<file path="config.mk">
export PLATFORM = sky130hd
export DESIGN_NAME = musb_bus_arbiter_4
export DESIGN_NICKNAME = d
export VERILOG_FILES = /design/src/rtl/musb_bus_arbiter_4.sv
export SDC_FILE = /design/constraint.sdc
export NUM_CORES = 1
export LEC_CHECK = 0
export BUFFER_PORTS_ARGS = -buffer_cell sky130_fd_sc_hd__buf_4
export CAP_MARGIN = 15
export CORE_MARGIN = 1.5
export CORE_UTILIZATION = 51
export DETAILED_ROUTE_END_ITERATION = 7
export GPL_TIMING_DRIVEN = 0
export MAX_ROUTING_LAYER = met4
export PLACE_DENSITY_LB_ADDON = 0.12
export SLEW_MARGIN = 10
export SYNTH_ARGS = -nofsm -noshare
export SYNTH_HDL_FRONTEND = slang
export SYNTH_SLANG_ARGS = --single-unit
</file>
<file path="constraint.sdc">
create_clock -name clk -period 2.5 [get_ports clk]
set_clock_uncertainty 0.05 [all_clocks]
set_input_delay 0.25 -clock clk [delete_from_list [all_inputs] [get_ports clk]]
set_output_delay 0.25 -clock clk [all_outputs]
set_load 0.005 [all_outputs]
</file>
<file path="src/rtl/musb_bus_arbiter_4.sv">
// ---------------------------------------------------------------------------
// musb_bus_arbiter_4
//   Round-robin arbiter that gives four bus masters turns at one shared slave.
//   A grant is held until the slave acknowledges, the master drops its
//   request, or the grant has been held for TIMEOUT cycles, whichever comes
//   first. When a grant is released, the next requester is picked in the
//   same cycle, so there is no idle gap between masters.
//
// Ports
//   clk        in   clock, rising edge
//   rst        in   asynchronous active-low reset
//   req[3:0]   in   per-master request, held until the transfer completes
//   slave_ack  in   one-cycle completion pulse from the shared slave
//   grant[3:0] out  one-hot grant (zero when idle)
//   select[1:0]out  index of the granted master (last winner while idle)
//   bus_valid  out  |grant
//   timeout    out  one-cycle pulse after a forced release
// ---------------------------------------------------------------------------
module musb_bus_arbiter_4 #(
    parameter int TIMEOUT = 255
) (
    input  logic       clk,
    input  logic       rst,
    input  logic [3:0] req,
    input  logic       slave_ack,
    output logic [3:0] grant,
    output logic [1:0] select,
    output logic       bus_valid,
    output logic       timeout
);

    localparam int CW = (TIMEOUT > 1) ? $clog2(TIMEOUT) : 1;

    typedef enum logic {IDLE, BUSY} state_t;

    state_t        state;
    logic [1:0]    ptr;
    logic [CW-1:0] cnt;

    logic [3:0] cand;
    logic [3:0] rot;
    logic [1:0] off;
    logic [1:0] win;
    logic       any;
    logic       cnt_hit;
    logic       rel;

    // In BUSY the current owner is excluded from re-arbitration. It is the
    // lowest-priority slot anyway (ptr already points past it); the mask
    // forces at least one IDLE cycle if it is the only requester left.
    assign cand = (state == BUSY) ? (req & ~grant) : req;
    assign any  = |cand;

    // Rotate so that rot[0] is the requester at ptr, rot[1] at ptr+1, ...
    always_comb begin
        rot = cand;
        case (ptr)
            2'd0: rot = cand;
            2'd1: rot = {cand[0],   cand[3:1]};
            2'd2: rot = {cand[1:0], cand[3:2]};
            2'd3: rot = {cand[2:0], cand[3]};
            default: rot = cand;
        endcase
    end

    always_comb begin
        off = 2'd3;
        if      (rot[0]) off = 2'd0;
        else if (rot[1]) off = 2'd1;
        else if (rot[2]) off = 2'd2;
        else             off = 2'd3;
    end

    assign win     = ptr + off;
    assign cnt_hit = (cnt == CW'(TIMEOUT - 1));
    assign rel     = slave_ack | ~req[select] | cnt_hit;

    always_ff @(posedge clk or negedge rst) begin
        if (!rst) begin
            state     <= IDLE;
            grant     <= 4'b0000;
            select    <= 2'd0;
            bus_valid <= 1'b0;
            timeout   <= 1'b0;
            ptr       <= 2'd0;
            cnt       <= '0;
        end else begin
            timeout <= 1'b0;
            case (state)
                IDLE: begin
                    // slave_ack is ignored here; select keeps the last winner
                    if (any) begin
                        state     <= BUSY;
                        grant     <= 4'b0001 << win;
                        select    <= win;
                        bus_valid <= 1'b1;
                        ptr       <= win + 2'd1;
                        cnt       <= '0;
                    end
                end
                BUSY: begin
                    if (rel) begin
                        // Only a genuine forced release pulses timeout: an ack
                        // or a dropped request in the same cycle is a normal
                        // completion.
                        timeout <= cnt_hit & ~slave_ack & req[select];
                        if (any) begin
                            grant  <= 4'b0001 << win;
                            select <= win;
                            ptr    <= win + 2'd1;
                            cnt    <= '0;
                        end else begin
                            state     <= IDLE;
                            grant     <= 4'b0000;
                            bus_valid <= 1'b0;
                        end
                    end else begin
                        // cnt_hit always releases, so this never wraps
                        cnt <= cnt + 1'b1;
                    end
                end
                default: state <= IDLE;
            endcase
        end
    end

endmodule

</file>
# Word level (Yosys, flattened, before mapping)
# Cells that the tools add are included.
[classes]
n_reduce_logical = 4
eq_ne = 7
shift = 1
add_sub_neg = 3
n_mux = 29
magnitude_cmp = 1
bitwise = 9
multipliers = 0
n_div = 0
[ops]
columns = ["cell", "n"]
rows = [
  ["2-to-1 mux 4 bit", 4],
  ["2-to-1 mux 8 bit", 2],
  ["one-hot mux 8 bit (2 select lines)", 1],
  ["2-to-1 mux 2 bit", 6],
  ["one-hot mux 3 bit (4 select lines)", 1],
  ["2-to-1 mux 1 bit", 9],
  ["adder 8 x 1 -> 8 bit, second input constant", 1],
  ["equality test 8 bit, second input constant", 1],
  ["one-hot mux 2 bit (2 select lines)", 2],
  ["one-hot mux 4 bit (2 select lines)", 1],
  ["bitwise AND 4 bit", 1],
  ["equality test 2 bit, second input constant", 2],
  ["!= test 2 bit, second input constant", 2],
  ["inverter 4 bit", 1],
  ["one-hot mux 1 bit (2 select lines)", 2],
  ["OR reduction 4 bit", 1],
  ["left shift 1 x 2 -> 4 bit, first input constant", 1],
  ["< comparator 2 x 3 -> 1 bit, second input constant", 1],
  ["inverter 1 bit", 3],
  ["AND reduction 3 bit", 1],
  ["adder 2 x 1 -> 2 bit, second input constant", 1],
  ["adder 2 bit", 1],
  ["bitwise AND 1 bit", 2],
  ["binary-select mux 1 bit (select 2 bit)", 1],
  ["other kinds (5)", 6],
]
[totals]
memories = 0
latch_bits = 0
ramBits = 0
ff_bits = 19
rom_bits = 0

# Longest topological paths before layout
[logic_depth]
depth_word = 12
mapped_depth = 13
ltp_nobuf = 12

# Least setup slack after synthesis
# Ideal clock, no wire load.
[synth_timing]
path_kind = "reg2reg"
start = "register state"
end = "register grant[0]"
setup_ns = 0.130
setup_slack_ns = 0.041
path_buffers = 1
required_time_ns = 2.320
stages_incl_launch_ff = 14
arrival_ns = 2.279
path_cell_list = "dfrtp_1 > buf_2 > nand2_1 > nand2_1 > nor3_1 > a311oi_1 > o21ai_0 > ha_1 > xor2_1 > and3_1 > or2_1 > ha_1 > a32oi_1 > o21ai_0"
[synth_via]
elab_chain_cells = 10
elab_cells_between_ends = 16
[synth_lines]
columns = ["element", "line", "rtl"]
rows = [
  ["start: declaration", "36", "state_t state;"],
  ["start signal: assignment", "80", "state <= IDLE;"],
  ["start signal: assignment", "93", "state <= BUSY;"],
  ["start signal: assignment", "113", "state <= IDLE;"],
  ["2-to-1 mux 4 bit", "51", "assign cand = (state == BUSY) ? (req & ~grant) : req;"],
  ["one-hot mux 3 bit (4 select lines)", "57", "case (ptr)"],
  ["2-to-1 mux 1 bit", "70", "else if (rot[2]) off = 2'd2;"],
  ["2-to-1 mux 2 bit", "69", "else if (rot[1]) off = 2'd1;"],
  ["2-to-1 mux 2 bit", "68", "if (rot[0]) off = 2'd0;"],
  ["adder 2 bit", "74", "assign win = ptr + off;"],
  ["left shift 1 x 2 -> 4 bit", "94, 108", ""],
  ["2-to-1 mux 4 bit", "107", "if (any) begin"],
  ["2-to-1 mux 4 bit", "102", "if (rel) begin"],
  ["one-hot mux 4 bit (2 select lines)", "89", "case (state)"],
  ["end signal: assignment", "94", "grant <= 4'b0001 << win;"],
  ["end signal: assignment", "108", "grant <= 4'b0001 << win;"],
  ["end: declaration", "26", "output logic [3:0] grant,"],
]
# Parallel ways exist; a longest one is shown, timed or not. The select of a mux whose other input is x is not followed.
# A chain may end at the register's enable or synchronous reset.

# Worst setup path after layout
# Ends and elaborated chain as after synthesis.

==> results.py <==
metrics = {
    "finish": {
        "drive_gt1_share_pct": 38.4,
        "final_core_util_pct": 69.0,
        "area_delta_synth_final_pct": 24.4,
        "nets": 166,
        "antenna_cells": 0,
        "fillCellCount": 169,
        "fin_area_um2": 1570,
    },
    "detailed_routing": {
        "ant_nets": 0,
        "vias": 1068,
        "routedWlPerCell_um": 15.7,
        "vias_per_cell": 5.97,
        "drcViolationCount": 0,
        "drt-initial-drc-count": 28,
        "first_pass_iters": 5,
        "totalWireLength_mm": 2.80,
    },
    "yosys": {
        "synth_seq_area_share_pct": 37.7,
        "synth-xor-area-share_pct": 0.694,
        "synth_top_area_share_pct": 37.7,
        "yosys-top-cells-area": "dfrtp_1, ha_1, mux2i_1",
        "synth_top_cell_by_area": "dfrtp_1",
        "synth_fp_nets": 140,
        "synth_area_um2": 1260,
        "synth_compound_area_share_pct": 22.1,
        "synthTopCellsByCount": "dfrtp_1, nor3_1, o21ai_0",
        "synth_top_family_by_area": "compound AO/OA/AOI/OAI gates",
        "synth_edf_count": 0,
        "synth_most_common_cell": "dfrtp_1",
        "synth-main-ff-cell": "dfrtp_1",
        "synth.avg_cell_area_um2": 10.0,
        "synth_adder_area_share_pct": 6.94,
        "syn_inst": 126,
        "synthMuxAreaShare_pct": 7.53,
        "synth_seq_cells": 19,
        "synth_cell_types": 41,
        "yosys.area_share.simple_pct": 21.9,
        "yosys_warnings": 0,
        "synthArstFlopShare_pct": 100,
    },
    "grt": {
        "grt_pass1_vias": 966,
        "grt_pass1_wl_mm": 4.66,
        "antenna_found_initial": 0,
        "grt_usage_pct": 24.2,
        "grt_max_degree": 20,
        "grt.overflow.total": 0,
    },
    "setup_path": {
        "path_max_fanout": 4,
        "worstSetupEndpointType": "flip-flop",
        "reg2reg_depth": 12,
        "crit_slowest_cell": "dfrtp_1",
        "critical_path_required_ps": 2650,
        "start_kind": "flip-flop",
        "critPathKind": "flip-flop to flip-flop",
        "r2r_slack_ps": -40,
        "reg2reg_from": "state",
        "critPathMaxStageDelay_ps": 420,
        "cp.arrival_ps": 2690,
        "r2r-end": "grant[0]",
        "crit_path_cell_trace": "buf_6 -> a21boi_4 -> nor3_2 -> a311oi_2 -> o21ai_1 -> ha_2 -> xor2_2 -> and3_4 -> or2_4 -> ha_2 -> a32oi_1 -> o21ai_1",
    },
    "clock_network": {
        "cts_max_path_buffers": 2,
        "cts_tree": "built",
        "clk_pin_slew_ps": 120,
        "cts_made_buffers": 3,
        "ctsRootBufferMaster": "clkbuf_4",
        "cts_sinks": 19,
        "htree_levels": 1,
        "clk_latency_ps": 300,
    },
    "floorplan": {
        "io_pins": 15,
        "initial_core_util_pct": 55.5,
        "core_area_um2": 2280,
        "die_x_um": 52.8,
        "chipHeight_um": 52.8,
        "dieArea_um2": 2780,
        "placement_rows": 17,
    },
    "timing": {
        "max_freq_mhz": 394,
        "setup_viol": 4,
        "worst-slew-pin-transition_ps": 552,
        "setup_ws_ps": -39.3,
        "drv_slew": 0,
        "period_needed_ps": 2540,
        "max_slew_margin_pct": 62.8,
        "finalCritPeriodShare_pct": 102,
        "rsz0062_at_grt": "true",
        "hold_viol": 0,
        "whs_ps": 239,
    },
    "flow_run": {
        "drv_cap": 0,
    },
    "pwr": {
        "peakVddDrop_mv": 1.08,
        "cellPowerDensity_nw_per_um2": 1160,
        "total_power_w": 0.00182,
        "p_leak_nw": 0.744,
    },
    "status": {
        "violations": "setup timing",
        "status": "finished with violations",
    },
    "placement": {
        "dpl.hpwl_mm": 1.87,
        "gp_congestion": 0.903,
        "post_dp_cell_area_um2": 1400,
        "portBuffers": 14,
    },
    "min_path": {
        "hp-class": "input port to flip-flop",
        "holdPathEnd": "timeout",
        "min_path_cells": 3,
        "hp-start": "slave_ack",
    },
}
-- through the flow --
step                      setup slack (ps)  setup TNS [ps]  instances
after floorplan                       40.9               0        126
after global routing                  -280           -1200        179
after global placement                -174            -411        168
final                                -39.3            -120        179
after CTS                            -9.22           -9.22        176
after detailed placement              -190            -482        168
-- metal layers --
| metal | track usage (%) | wire (um) |
|---|---|---|
| met5 | - | 0 |
| met4 | 11.1 | 27 |
| met3 | 4.00 | 149 |
| met2 | 33.1 | 1250 |
| met1 | 34.8 | 1370 |
-- what timing repair did --
item,CTS,global route
buffers inserted,3,3
hold endpoints to repair,19,0
setup endpoints to repair,5,5
hold buffers,1,0
pin swaps,9,12
gates resized for setup,10,14
-- how the worst max path moves through the flow --
| stage | startpoint | endpoint | slack (ps) | cells after the start |
|---|---|---|---|---|
| 2_1_floorplan | state | grant[0] | 40 | 13 |
| 3_3_place_gp | state | grant[1] | -170 | 13 |
| 3_5_place_dp | state | grant[0] | -190 | 13 |
| 4_1_cts | state | grant[0] | -9 | 12 |
| 5_1_grt | state | grant[2] | -280 | 13 |
| 6_report | state | grant[0] | -40 | 12 |
-- registers in the layout, summed over array words and instances, names as in the netlist --
register / flops
cnt: 8
grant: 4
ptr: 2
select: 2
bus_valid: 1
state: 1
timeout: 1
-- power by group --
group / leakage, nW / internal, W / switching [W]
combinational: 0.486 / 0.000580 / 0.000569
sequential: 0.245 / 0.000400 / 0.000103
clock: 0.0139 / 0.0000610 / 0.000105
-- cell usage in the layout (no fill, tap or decap), types with 5 or more instances in the layout --
master   count
dfrtp_1     19
inv_1        7
buf_4       19
o21ai_0      6
mux2i_1      5
nor3_1       7
-- critical path: cells and delay by family, from the launching register on --
kind,cells,cell delay [ps]
buffers and inverters,1,140
and+or+nand+nor,3,500
DFF,1,420
xor gates and xnor gates,1,150
AOI/OAI and AO/OA,5,770
adders and majority gates,2,390
-- logic make-up after synthesis --
kind of cell,count (synthesis)
AND/OR/NAND/NOR,45
AO/OA/AOI/OAI,36
flip-flops,19
buffers and inverters,10
multiplexers,8
adder cells (fa/ha/maj),7
XOR/XNOR,1
-- cell type report --
type / count / area, um2 / share of cell area (%)
Inverter: 7 / 26.3 / 1.67
Timing Repair Buffer: 21 / 164 / 10.4
Multi-Input combinational cell: 97 / 818 / 52.1
Buffer: 3 / 21.3 / 1.35
Clock buffer: 3 / 22.5 / 1.43
Sequential cell: 19 / 475 / 30.3
Tap cell: 28 / 35.0 / 2.23
Clock inverter: 1 / 7.51 / 0.478
(Power assumes the default switching activity.)
